`config.mk`:
```
export PLATFORM = sky130hd
export DESIGN_NAME = prog_mem
export DESIGN_NICKNAME = d
export VERILOG_FILES = /design/src/rtl/prog_mem_pkg.sv /design/src/rtl/prog_mem_array.sv /design/src/rtl/prog_mem.sv
export SDC_FILE = /design/constraint.sdc
export NUM_CORES = 2
export LEC_CHECK = 0
export BUFFER_PORTS_ARGS = -buffer_cell sky130_fd_sc_hd__buf_2
export CAP_MARGIN = 20
export CORE_MARGIN = 4
export CORE_UTILIZATION = 56
export CTS_CLUSTER_SIZE = 20
export DETAILED_ROUTE_END_ITERATION = 10
export PLACE_DENSITY = 0.73
export SKIP_CTS_REPAIR_TIMING = 1
export SLEW_MARGIN = 15
export SYNTH_ARGS = -nofsm -noshare
export SYNTH_HDL_FRONTEND = slang
export SYNTH_SLANG_ARGS = --single-unit
```
`constraint.sdc`:
```
create_clock -name clk -period 2.92 [get_ports clk]
set_clock_uncertainty 0.2 [all_clocks]
set_input_delay 0.438 -clock clk [delete_from_list [all_inputs] [get_ports clk]]
set_output_delay 0.438 -clock clk [all_outputs]
set_load 0.02 [all_outputs]
```
`src/rtl/prog_mem_pkg.sv`:
```
// Shared types and constants for the program memory block.
// Holds the load/run state encoding and width helpers.
package prog_mem_pkg;

    localparam int DATA_W_DEF = 8;

    typedef enum logic [1:0] {
        IDLE = 2'd0,
        LOAD = 2'd1,
        RUN  = 2'd2
    } state_t;

    // Index width for an array of depth words; at least one bit.
    function automatic int idx_w(input int depth);
        return (depth > 1) ? $clog2(depth) : 1;
    endfunction

endpackage

```
`src/rtl/prog_mem_array.sv`:
```
// Program word storage: one write port, one synchronous read port.
// Contents are never reset; validity is tracked by the parent.
module prog_mem_array
    import prog_mem_pkg::*;
#(
    parameter int DATA_W = DATA_W_DEF,
    parameter int DEPTH  = 256,
    parameter int IW     = idx_w(DEPTH)
) (
    input  logic              clk,
    input  logic              we,
    input  logic [IW-1:0]     waddr,
    input  logic [DATA_W-1:0] wdata,
    input  logic              re,
    input  logic [IW-1:0]     raddr,
    output logic [DATA_W-1:0] rdata
);

    logic [DATA_W-1:0] mem [DEPTH];

    always_ff @(posedge clk) begin
        if (we) begin
            mem[waddr] <= wdata;
        end
        if (re) begin
            rdata <= mem[raddr];
        end
    end

endmodule

```
`src/rtl/prog_mem.sv`:
```
// Loadable program memory: stream a program in, then serve fetches.
// Unwritten or out-of-range words always read back as zero.
module prog_mem
    import prog_mem_pkg::*;
#(
    parameter int ADDR_W = 8,
    parameter int DATA_W = DATA_W_DEF,
    parameter int DEPTH  = 2**ADDR_W
) (
    input  logic              clk,
    input  logic              rst_n,
    input  logic              load_start,
    input  logic              load_valid,
    input  logic [DATA_W-1:0] load_data,
    input  logic              load_last,
    output logic              load_ready,
    output logic              load_err,
    input  logic              fetch_req,
    input  logic [ADDR_W-1:0] fetch_addr,
    output logic              fetch_ready,
    output logic              fetch_valid,
    output logic [DATA_W-1:0] fetch_data
);

    localparam int NW = 2**ADDR_W;
    localparam int IW = idx_w(DEPTH);
    localparam logic [ADDR_W:0] DEPTH_C = (ADDR_W+1)'(DEPTH);

    state_t            state;
    logic [ADDR_W:0]   ptr;
    logic [ADDR_W:0]   wptr;
    logic [NW-1:0]     written;
    logic              err_q;
    logic              acc;
    logic              wr_en;
    logic              ovf;
    logic              fire;
    logic              in_rng;
    logic              hit;
    logic              hit_q;
    logic              fv_q;
    logic [DATA_W-1:0] rd_data;
    logic [DATA_W-1:0] hold_q;

    // A restart wins over the current pointer, so a word arriving
    // with load_start lands at word 0.
    always_comb begin
        wptr        = load_start ? '0 : ptr;
        acc         = load_valid && (load_start || state == LOAD);
        wr_en       = acc && (wptr < DEPTH_C);
        ovf         = acc && !wr_en;
        load_ready  = (state == LOAD);
        fetch_ready = (state == RUN);
        fire        = fetch_req && fetch_ready;
        in_rng      = ({1'b0, fetch_addr} < DEPTH_C);
        hit         = in_rng && written[fetch_addr];
    end

    always_ff @(posedge clk or negedge rst_n) begin
        if (!rst_n) begin
            state   <= IDLE;
            ptr     <= '0;
            written <= '0;
            err_q   <= 1'b0;
            fv_q    <= 1'b0;
            hit_q   <= 1'b0;
            hold_q  <= '0;
        end else begin
            if (load_start) begin
                state   <= LOAD;
                ptr     <= '0;
                written <= '0;
                err_q   <= 1'b0;
            end
            if (wr_en) begin
                written[wptr[ADDR_W-1:0]] <= 1'b1;
                ptr <= wptr + (ADDR_W+1)'(1);
            end
            if (ovf) begin
                err_q <= 1'b1;
            end
            if (acc && load_last) begin
                state <= RUN;
            end
            fv_q <= fire;
            if (fire) begin
                hit_q <= hit;
            end
            if (fv_q) begin
                hold_q <= fetch_data;
            end
        end
    end

    prog_mem_array #(
        .DATA_W (DATA_W),
        .DEPTH  (DEPTH),
        .IW     (IW)
    ) u_array (
        .clk   (clk),
        .we    (wr_en),
        .waddr (wptr[IW-1:0]),
        .wdata (load_data),
        .re    (fire && in_rng),
        .raddr (fetch_addr[IW-1:0]),
        .rdata (rd_data)
    );

    assign load_err    = err_q;
    assign fetch_valid = fv_q;
    assign fetch_data  = fv_q ? (hit_q ? rd_data : '0) : hold_q;

endmodule

```
==> results.ini <==
[grt]
grt_usage=0.271
grt_max_degree=111
antenna_found_initial=7
use_met3=0.0632
grtUsageMet2=0.424
grt_pass1_vias=50100
grt_pass1_wl_mm=335
top_usage_layer=met2
overflow=0
gr-usage-met1=0.384

[cts]
cts_sinks=2334
clk_path_buf_depth=3
clock-root-buffer=clkbuf_16
htreeDepth=4
insertion_delay_ns=0.84
cts_tree=done
path_clk_slew_ns=0.06
numCtsBuffers=219

[route]
drc=0
vias=49200
viasPerCell=6.44
wirelength_mm=226
wire_per_inst_um=29.6
dr.pass1.iters=6
ant_nets=0
drtIter0Drc=6935

[synthesis]
ys_seq_elements=2334
synth_cell_types=53
yosys_warnings=0
synth_nets=4749
synth_flop_cell=edfxtp_1
ys_seq_area_frac=0.754
synth_area_per_cell_um2=19.3
synth_area_um2=91100
synth_edf_count=2056
netlist_instances=4723
async_reset_ff_frac=0.119

[placement]
gp_congestion=0.862
hpwl_mm=140
placedCellCount=7233
io_buffers=33

[sta]
fmax_mhz=345
setup_viol=0
slew_headroom=0.241
fin_crit_ns=2.90
report.final.slew_viol_count=0
hold_violations=0
tightest_slew_ns=1.14
rsz0062_at_grt=yes
finalCritPeriodShare=0.993
setup_tns_ns=0

[power]
cellLeakagePower_nw=35.1
ir_drop_mv=0.673
total_power_mw=67.8
powerDensity_nw_per_um2=640

[setup_path]
end_kind=register
crit_required_ns=3.31
critPathKind=reg2reg
path_max_fanout=1
reg2reg_to=u_array.rdata[1]
start_kind=register
critPathArrivalTime_ns=3.29
rrSetupSlack_ns=0.02
worstSetupStartpoint=u_array.mem[243][1]
worstRegToRegCells=7
timing.rr.start=u_array.mem[243][1]
cpPeakStageDelay_ns=0.52
crit_path_top_delay_cell=mux4_2
crit_chain=mux4_2, a22oi_2, a21oi_1, nor4_4, buf_4, o22ai_1, or2_1

[min_path]
holdCritPathClass=in2reg
min_path_cells=1
holdPathEnd=u_array.mem[109][3]
holdCritStartpoint=load_data[3]

[job]
maxCapViolations=0

[floorplanning]
dieArea_um2=169000
num_io_pins=34
fp.coreArea_um2=161000
die_w_um=411
die_h_um=411
initial_core_util=0.565
fp-row-count=147

[finish]
final_net_count=5330
drive_gt1_frac=0.298
register_area_um2=68700
postLayoutCoreUtil=0.658
multi_input_area_um2=20000
final_cells=7644
fill_cells=10400
synthToLayoutAreaGrowth_pct=16.5

[run_status]
status=finished, final reports clean

[cells by family (layout without fill, tap and decap cells)]
family                   count (synthesis)  in the layout  share of synthesized area
flip-flops                            2334           2334                      0.754
AO/OA/AOI/OAI                          726            726                     0.0518
buffers and inverters                  623           1382                     0.0288
multiplexers                           590            590                      0.143
AND/OR/NAND/NOR                        440            440                     0.0211
XOR/XNOR                                 6              6                   0.000577
adder cells (fa/ha/maj)                  4              4                   0.000550
other                                    0              2                          0
[metal layers]
layer | vias up | wire, um | share of wire
li1 | 20300 | - | -
met4 | 4 | 6990 | 0.031
met2 | 2731 | 110000 | 0.48
met1 | 25800 | 86400 | 0.38
met5 | - | 25 | 0.00011
met3 | 426 | 23300 | 0.10
[sequential cells by signal (all words and copies together) (netlist names)]
register and flops:
written 256, load_err 1, fetch_valid 1, hold_q 8, u_array.rdata 8, hit_q 1, u_array.mem 2048, ptr 9
state 2
[worst max-delay path by stage]
stage                        to  slack [ns]  cells after the start
2_1_floorplan  u_array.rdata[0]        0.05                      9
3_5_place_dp   u_array.rdata[5]       -1.22                     10
6_report       u_array.rdata[1]        0.02                      7
3_3_place_gp   u_array.rdata[5]       -1.25                     10
5_1_grt        u_array.rdata[1]        -0.1                      7
4_1_cts        u_array.rdata[5]       -0.54                      7
[synthesized netlist by cell type (all sizes together) (6+ instances only)]
cell	number	area, um2
o21ai	28	140
inv	272	1020
dfrtp	278	6960
nand3	27	135
edfxtp	2056	61700
nor2	278	1040
mux4	566	12700
nor3	6	30.0
clkbuf	213	801
a21oi	134	671
a22oi	260	1950
nor2b	11	68.8
nand2	41	154
buf	137	801
nand2b	11	68.8
or2	11	68.8
nor4	36	225
mux2i	21	210
nand4	7	43.8
o22ai	276	1730
[worst max-delay path, delay by kind of cell (launching register included)]
kind | cells | cell delay, ns
compound gates | 3 | 0.60
buf+inv | 1 | 0.19
flops | 1 | 0.36
mux | 1 | 0.52
simple gates | 2 | 0.80
[power breakdown]
part	total (mW)	internal [mW]	switching [mW]
clock	27.7	15.7	12.0
sequential	36.4	36.4	0.0236
combinational	3.76	1.48	2.28
[final cells by class]
type | instances | share of cell area
diodes | 2 | 0.0000472
clock buffers | 293 | 0.0555
clock inverters | 106 | 0.00989
inverters | 273 | 0.00966
multi-input cells | 1766 | 0.189
flip-flops and latches | 2334 | 0.648
well taps | 2160 | 0.0255
repair buffers | 710 | 0.0626
[layout by cell type (no fill, tap or decap), types with 11 or more instances in the layout]
cell | Yosys | final
a21oi_1 | 134 | 128
a22oi_1 | 260 | 252
buf_12 | 0 | 93
buf_2 | 61 | 21
buf_4 | 31 | 570
bufinv_16 | 0 | 18
clkbuf_1 | 212 | 62
clkbuf_16 | 0 | 222
clkbuf_8 | 0 | 20
clkinv_1 | 1 | 33
clkinv_2 | 0 | 35
dfrtp_1 | 278 | 278
edfxtp_1 | 2056 | 2056
inv_1 | 272 | 272
mux2i_1 | 21 | 21
mux4_2 | 566 | 566
nand2_1 | 41 | 37
nand3_1 | 27 | 11
nand3_2 | 0 | 16
nor2_1 | 278 | 277
nor4_1 | 36 | 25
o21ai_0 | 25 | 24
o22ai_1 | 276 | 275
[through the flow]
stage | hold WS [ns] | cell area, um2 | setup slack (ns)
2_1_floorplan | -0.0576 | 91100 | 0.0530
6_report | 0.0239 | 106000 | 0.0200
3_3_place_gp | 0.278 | 98700 | -1.25
3_5_place_dp | 0.288 | 98700 | -1.22
5_1_grt | 0.0103 | 106000 | -0.0962
4_1_cts | -0.618 | 106000 | -0.543
Power figures use the tool's default switching activity.
